[src/rtl/unidade_busca.sv]
// Instruction fetch: one outstanding word request, result held until PCWrite; 2 cycles/instr at zero wait.
// Misaligned next-PC trapping is enabled by defining BUSCA_MISALIGN_CHECK_EN; otherwise target bits [1:0] are cleared.
module unidade_busca #(
  parameter logic [31:0] RESET_PC = 32'h0000_0000
) (
  input  logic        clk,
  input  logic        rst_n,
  output logic        mem_req,
  output logic [31:0] mem_addr,
  input  logic        mem_rvalid,
  input  logic [31:0] mem_rdata,
  input  logic        PCWrite,
  input  logic        branch_taken,
  input  logic [31:0] branch_target,
  output logic        instr_valid,
  output logic [31:0] instr,
  output logic [6:0]  opcode,
  output logic [2:0]  funct3,
  output logic [6:0]  funct7,
  output logic [4:0]  rd,
  output logic [4:0]  rs1,
  output logic [4:0]  rs2,
  output logic [31:0] pc,
  output logic        fetch_err
);

  localparam logic [31:0] NOP = 32'h0000_0013;

`ifdef BUSCA_MISALIGN_CHECK_EN
  typedef enum logic [1:0] {IDLE, REQ, HOLD, ERR} state_t;
`else
  typedef enum logic [1:0] {IDLE, REQ, HOLD} state_t;
`endif

  state_t      state_q;
  logic [31:0] pc_q;
  logic [31:0] instr_q;
  logic        mem_req_q;
  logic        instr_valid_q;
  logic [31:0] next_sel_d;
  logic [31:0] pc_d;

  always_comb begin
    next_sel_d = branch_taken ? branch_target : (pc_q + 32'd4);
    pc_d       = next_sel_d & 32'hFFFF_FFFC;
  end

`ifdef BUSCA_MISALIGN_CHECK_EN
  logic fetch_err_q;
  logic misalign_d;

  assign misalign_d = (next_sel_d[1:0] != 2'b00);

  always_ff @(posedge clk or negedge rst_n) begin
    if (!rst_n) begin
      state_q       <= IDLE;
      pc_q          <= RESET_PC;
      instr_q       <= NOP;
      mem_req_q     <= 1'b0;
      instr_valid_q <= 1'b0;
      fetch_err_q   <= 1'b0;
    end else begin
      case (state_q)
        IDLE: begin
          state_q   <= REQ;
          mem_req_q <= 1'b1;
        end
        REQ: begin
          if (mem_rvalid) begin
            instr_q       <= mem_rdata;
            state_q       <= HOLD;
            mem_req_q     <= 1'b0;
            instr_valid_q <= 1'b1;
          end
        end
        HOLD: begin
          if (PCWrite) begin
            instr_valid_q <= 1'b0;
            // A misaligned target traps with pc left on the offending instruction.
            if (misalign_d) begin
              state_q     <= ERR;
              fetch_err_q <= 1'b1;
            end else begin
              pc_q      <= pc_d;
              state_q   <= REQ;
              mem_req_q <= 1'b1;
            end
          end
        end
        ERR: begin
          fetch_err_q   <= 1'b1;
          mem_req_q     <= 1'b0;
          instr_valid_q <= 1'b0;
        end
        default: state_q <= IDLE;
      endcase
    end
  end

  assign fetch_err = fetch_err_q;
`else
  always_ff @(posedge clk or negedge rst_n) begin
    if (!rst_n) begin
      state_q       <= IDLE;
      pc_q          <= RESET_PC;
      instr_q       <= NOP;
      mem_req_q     <= 1'b0;
      instr_valid_q <= 1'b0;
    end else begin
      case (state_q)
        IDLE: begin
          state_q   <= REQ;
          mem_req_q <= 1'b1;
        end
        REQ: begin
          if (mem_rvalid) begin
            instr_q       <= mem_rdata;
            state_q       <= HOLD;
            mem_req_q     <= 1'b0;
            instr_valid_q <= 1'b1;
          end
        end
        HOLD: begin
          if (PCWrite) begin
            pc_q          <= pc_d;
            state_q       <= REQ;
            mem_req_q     <= 1'b1;
            instr_valid_q <= 1'b0;
          end
        end
        default: state_q <= IDLE;
      endcase
    end
  end

  assign fetch_err = 1'b0;
`endif

  assign mem_req     = mem_req_q;
  assign mem_addr    = pc_q;
  assign pc          = pc_q;
  assign instr_valid = instr_valid_q;
  assign instr       = instr_q;
  assign opcode      = instr_q[6:0];
  assign rd          = instr_q[11:7];
  assign funct3      = instr_q[14:12];
  assign rs1         = instr_q[19:15];
  assign rs2         = instr_q[24:20];
  assign funct7      = instr_q[31:25];

endmodule
[config.mk]
export PLATFORM = sky130hd
export DESIGN_NAME = unidade_busca
export DESIGN_NICKNAME = d
export VERILOG_FILES = /design/src/rtl/unidade_busca.sv
export SDC_FILE = /design/constraint.sdc
export NUM_CORES = 1
export LEC_CHECK = 0
export ABC_AREA = 1
export BUFFER_PORTS_ARGS = -buffer_cell sky130_fd_sc_hd__buf_4
export CORE_UTILIZATION = 40
export CTS_BUF_LIST = sky130_fd_sc_hd__clkbuf_4
export CTS_CLUSTER_SIZE = 25
export DETAILED_ROUTE_END_ITERATION = 16
export PLACE_DENSITY_LB_ADDON = 0.08
export SLEW_MARGIN = 10
export SYNTH_ARGS = -nofsm -noshare
export SYNTH_HDL_FRONTEND = slang
export SYNTH_SLANG_ARGS = --single-unit
[constraint.sdc]
create_clock -name clk -period 2.95 [get_ports clk]
set_clock_uncertainty 0.1 [all_clocks]
set_input_delay 0.295 -clock clk [delete_from_list [all_inputs] [get_ports clk]]
set_output_delay 0.295 -clock clk [all_outputs]
set_load 0.01 [all_outputs]
## Yosys cells after proc, flatten, opt, wreduce, memory -nomap -nowiden

Cells that the tools add are included.

- Equality and inequality tests: 4
- Reductions and logical operators: 8
- Multiplexer cells: 10
- Add/sub/neg operators: 1

Operators by type and width:

| kind | number |
|---|---|
| $add 32x3->32 const B | 1 |
| $mux 32 | 1 |
| $pmux 2 s3 | 1 |
| $reduce_and 2->1 | 3 |
| $reduce_and 3->1 | 2 |
| $mux 1 | 4 |
| $mux 2 | 2 |
| $ne 2x2->1 const B | 2 |
| $pmux 1 s3 | 1 |
| $reduce_bool 3->1 | 1 |
| $eq 2x1->1 const B | 1 |
| $eq 2x2->1 const B | 1 |
| $logic_not 2->1 | 1 |
| $pmux 1 s2 | 1 |
| $reduce_bool 2->1 | 1 |

- Bits of input ports: 69
- Flip-flop bits (word level): 66
- Word-level logic and storage cells: 28
- Output and inout bits: 131

## Depth between registers and ports, before layout

- Depth in word-level cells: 3
- Depth in mapped cells: 10
- Gate-level depth less buffers: 10

## Least setup slack after synthesis

No wires, ideal clock.

- Path kind: reg-to-reg
- Start point: reg pc_q[3] (netlist: mem_addr[3])
- End point: reg pc_q[22] (netlist: mem_addr[22])
- Clock period less this slack: 1.576 ns
- Cell stages (with the launch flop): 11
- Path slack: 1.374 ns
- Data arrival time: 1.359 ns
- Cells stage by stage: dfrtp_1 ha_1 nand2_2 nor2_4 nand2_4 nor2_8 nand2_1 nand2_1 nand3_1 nand2_1 nand2_1

- Cells in the longest elaborated chain, start to end: 2

Ends and longest elaborated chain:

| item | line | RTL |
|---|---|---|
| start, declared | 36 | `logic [31:0] pc_q;` |
| start signal, assigned | 125 | `pc_q <= pc_d;` |
| $add 32x3->32 | 44 | `next_sel_d = branch_taken ? branch_target : (pc_q + 32'd4);` |
| $mux 32 | 44 |  |

No other way between the ends.
A chain may end at the register's enable or synchronous reset.

## Final worst setup path

- Start point: reg state_q[0]
- End point: reg pc_q[8] (netlist: mem_addr[8])

- Cells in the longest elaborated chain, start to end: 2

Ends and longest elaborated chain:

| item | line | RTL |
|---|---|---|
| start, declared | 35 | `state_t state_q;` |
| start signal, assigned | 104 | `state_q <= IDLE;` |
| start signal, assigned | 112 | `state_q <= REQ;` |
| start signal, assigned | 118 | `state_q <= HOLD;` |
| $eq 2x2->1 | 110 | `case (state_q)` |
| $reduce_and 2->1 (no source line) | - |  |

No other way between the ends.

==> summary.log <==
INFO  drt            remaining_drc_errors=0
INFO  worst_setup_path crit_path_start_kind=flip-flop
INFO  die            die_area=0.01115mm2
INFO  layout         drive_gt1_share=38.72%
INFO  grt            globalRouteTotalUtil=20.70%
INFO  synthesis      netlist_top_cells_area=sky130_fd_sc_hd__dfrtp_1 (37%), sky130_fd_sc_hd__nand2_1 (13%), sky130_fd_sc_hd__buf_4 (12%), sky130_fd_sc_hd__mux2_2 (8.4%), sky130_fd_sc_hd__nor2_1 (5.4%)
INFO  drt            detail_route.vias_per_cell=4.673
INFO  synthesis      yosysUniqueCellTypes=30
INFO  timing         maxSlewViolCount=0
INFO  drt            postRouteAntennaNets=0
INFO  synthesis      ys_seq_elements=66
INFO  synthesis      ys_async_sr_fraction=100.0%
INFO  cts            tritoncts=built
INFO  worst_setup_path critPathRequiredTime=3.18ns
INFO  cts            clockBufferDepth=2
INFO  layout         diodes=0
INFO  layout         final.fill_count=964
INFO  grt            grt_antenna_before_repair=0
INFO  drt            totalWireLength=11160um
INFO  grt            first_global_vias=3790
INFO  synthesis      ys_top_cells_by_count=sky130_fd_sc_hd__nand2_1 (145), sky130_fd_sc_hd__buf_4 (68), sky130_fd_sc_hd__dfrtp_1 (63)
INFO  timing         min_period_over_period=67.25%
INFO  drt            num_vias=3991
INFO  worst_setup_path timing.critical_path.to_type=flip-flop
INFO  power          p_leak=0.002994uW
INFO  synthesis      edff_count_synth=0
INFO  hold_path      timing.hold.worst.class=in2reg
INFO  timing         post-route-min-period=1.984ns
INFO  layout         area_used_by_multi_input_combinational_logic=0.001873mm2
INFO  timing         total_of_endpoints_with_negative_setup_slack_in_the_final_report=0
INFO  drt            first_pass_iters=5
INFO  timing         fmaxAchievable=504.0MHz
INFO  worst_setup_path crit_fanout=45
INFO  power          vdd_drop_max=0.0005183V
INFO  die            die_width=105.6um
INFO  timing         timing.max_slew.rel_slack=41.98%
INFO  placed_design  gp_routability_congestion=0.8159
INFO  synthesis      synth_area=0.004294mm2
INFO  grt            grt.met3_usage=3.896%
INFO  placed_design  dp.final_hpwl=7525um
INFO  power          design_power_total=5771uW
INFO  timing         worstMarginPinSlew=0.8703ns
INFO  layout         final_util=56.66%
INFO  drt            post_drt_wl_per_cell=13.07um
INFO  cts            cts.htree.levels=3
INFO  grt            met2_usage=35.67%
INFO  grt            globalRoute.totalOverflow=0
INFO  cts            insertion_delay_to_the_later_sink_of_the_worst_skew_pair=0.44ns
INFO  grt            grt_max_degree=67
INFO  synthesis      yosys.cell_count.top_type=sky130_fd_sc_hd__nand2_1
INFO  worst_setup_path cpMaxStageDelayCell=sky130_fd_sc_hd__inv_2
INFO  cts            post-cts-setup-buffer-count=0
INFO  worst_setup_path critical_path_class=reg2reg
INFO  synthesis      seq_area_frac_synth=38.55%
INFO  synthesis      synth_ff_type=sky130_fd_sc_hd__dfrtp_1
INFO  die            floorplan.core_area=0.01037mm2
INFO  synthesis      synthDominantCellAreaShare=36.71%
INFO  timing         finalHoldViolations=0
INFO  synthesis      yosys.area.top_type=sky130_fd_sc_hd__dfrtp_1
INFO  layout         stdcell_count=854
INFO  layout         final_net_count=783
INFO  worst_setup_path critical_path.cell_chain=inv_1 -> nand2_1 -> nor2_4 -> inv_2 -> a21oi_1 -> nand2_1 -> o21ai_0 -> inv_1
INFO  power          power_per_cell_area=982.1mW/mm2
INFO  timing         grt_setup_unrepaired=no
INFO  grt            gr-usage-met1=25.94%
INFO  cts            cts_sink_cnt=66
INFO  die            start_util=41.41%
INFO  placed_design  place_inst=803
INFO  die            vertical_extent_of_the_die=105.6um
INFO  run            number_of_maximum_capacitance_violations=0
INFO  cts            clock_tree.root_cell=sky130_fd_sc_hd__clkbuf_4
INFO  grt            most_used_routing_layer=met2
INFO  synthesis      synthesis.area_per_instance=7.779um2
INFO  synthesis      synth_warnings=0
INFO  timing         hold-worst-slack=0.07898ns
INFO  drt            drtIter0Drc=226
INFO  status         run_status=completed
INFO  cts            cts.reportedPaths.clkPinSlew=0.13ns
INFO  placed_design  portBuffers=192
INFO  worst_setup_path arrival_worst_endpoint=2.21ns
INFO  cts            numCtsBuffers=9
INFO  synthesis      post_synth_inst_count=552
INFO  grt            grt_first_pass_wirelength=18190um
INFO  timing         setup_total_negative_slack=0ns
INFO  die            floorplan.io_pins=200
INFO  die            fp-row-count=37
INFO  layout         register_area=0.001655mm2
INFO  layout         layout-area-overhead-vs-synth=36.83%
INFO  worst_setup_path worst_path_largest_cell_delay=0.42ns
-- cells by family (layout without fill, tap and decap cells) --
kind of cell               Yosys count  after routing  synth area share (%)
AOI/OAI and AO/OA                   45             45                 5.449
adders and majority gates            1              1                0.2913
and+or+nand+nor                    275            275                 29.05
buffers and inverters              132            294                 18.18
DFF                                 66             66                 38.55
other                                1              5               0.08733
muxes                               32             32                 8.392
-- area by class of cell --
| class | count | area share, % |
|---|---|---|
| multi-input cells | 358 | 31.88 |
| repair buffers | 228 | 30.62 |
| flip-flops and latches | 66 | 28.17 |
| inverters | 50 | 3.194 |
| well taps | 136 | 2.896 |
| clock inverters | 6 | 1.959 |
| clock buffers | 10 | 1.278 |
-- placed cells by master, fill, tap and decap left out --
| master | instances |
|---|---|
| sky130_fd_sc_hd__bufinv_16 | 3 |
| sky130_fd_sc_hd__o21ai_1 | 8 |
| sky130_fd_sc_hd__inv_1 | 47 |
| sky130_fd_sc_hd__o22ai_1 | 2 |
| sky130_fd_sc_hd__clkbuf_4 | 10 |
| sky130_fd_sc_hd__a21oi_1 | 13 |
| sky130_fd_sc_hd__nor2_8 | 2 |
| sky130_fd_sc_hd__dfrtp_1 | 63 |
| sky130_fd_sc_hd__inv_2 | 3 |
| sky130_fd_sc_hd__nor3_1 | 2 |
| sky130_fd_sc_hd__nor2_1 | 62 |
| sky130_fd_sc_hd__nand2_1 | 145 |
| sky130_fd_sc_hd__conb_1 | 5 |
| sky130_fd_sc_hd__nand2_4 | 3 |
| sky130_fd_sc_hd__a31oi_1 | 1 |
| sky130_fd_sc_hd__mux2_2 | 32 |
| sky130_fd_sc_hd__nand2_2 | 9 |
| sky130_fd_sc_hd__o21ai_0 | 19 |
| sky130_fd_sc_hd__dfstp_2 | 3 |
| sky130_fd_sc_hd__nand4_1 | 2 |
| sky130_fd_sc_hd__clkinv_4 | 2 |
| sky130_fd_sc_hd__o31ai_1 | 1 |
| sky130_fd_sc_hd__nor2_2 | 8 |
| sky130_fd_sc_hd__nand3b_1 | 1 |
| sky130_fd_sc_hd__o211ai_1 | 1 |
| sky130_fd_sc_hd__nand3_2 | 1 |
| sky130_fd_sc_hd__nor2_4 | 8 |
| sky130_fd_sc_hd__ha_1 | 1 |
| sky130_fd_sc_hd__buf_4 | 193 |
| sky130_fd_sc_hd__dlygate4sd3_1 | 35 |
| sky130_fd_sc_hd__nand3_1 | 32 |
| sky130_fd_sc_hd__clkinvlp_4 | 1 |
-- worst max-delay path, delay by kind of cell (launching register included) --
kind / cells / cell delay (ns)
simple gates: 3 / 0.52
compound gates: 2 / 0.30
buf+inv: 3 / 0.57
flops: 1 / 0.38
-- power by group --
group / internal, uW / switching (uW)
logic: 1590 / 1430
registers: 1370 / 570
clock network: 441 / 367
-- path summary, 6_finish.rpt --
kind	startpoint	slack [ns]	end	depth (start not counted)
max reg2reg	state_q[0]$_DFFE_PN0P_	0.97	mem_addr[8]$_DFFE_PN0P_	8
min in group asynchronous	rst_n	0.40	mem_addr[21]$_DFFE_PN0P_	2
max in group asynchronous	rst_n	1.77	mem_addr[13]$_DFFE_PN0P_	2
min	branch_target[13]	0.08	mem_addr[13]$_DFFE_PN0P_	5
min reg2reg	instr_valid$_DFFE_PN0P_	0.39	instr_valid$_DFFE_PN0P_	2
max	state_q[0]$_DFFE_PN0P_	0.97	mem_addr[8]$_DFFE_PN0P_	8
-- registers in the layout (all words and copies together) (netlist names) --
register	count
instr	32
mem_addr	30
state_q	2
instr_valid	1
mem_req	1
-- metrics by stage --
stage / area (um2) / worst slack, ns
after floorplan: 4309 / 1.374
after global placement: 5335 / 1.032
after detailed placement: 5335 / 0.9704
after CTS: 5876 / 0.9512
after global routing: 5876 / 0.7691
final: 5876 / 0.9660
-- per-layer routing --
layer | vias up | wire [um] | part of all wire [%]
met5 | - | 0 | 0
met4 | 0 | 153 | 1.4
met3 | 12 | 649 | 5.8
met2 | 142 | 5456 | 49
met1 | 1851 | 4902 | 44
li1 | 1986 | - | -
-- timing repair --
action / CTS / global route
hold buffers: 35 / 0
hold endpoints to repair: 97 / 0
gates resized for setup: 0 / 0
Power figures use the tool's default switching activity.
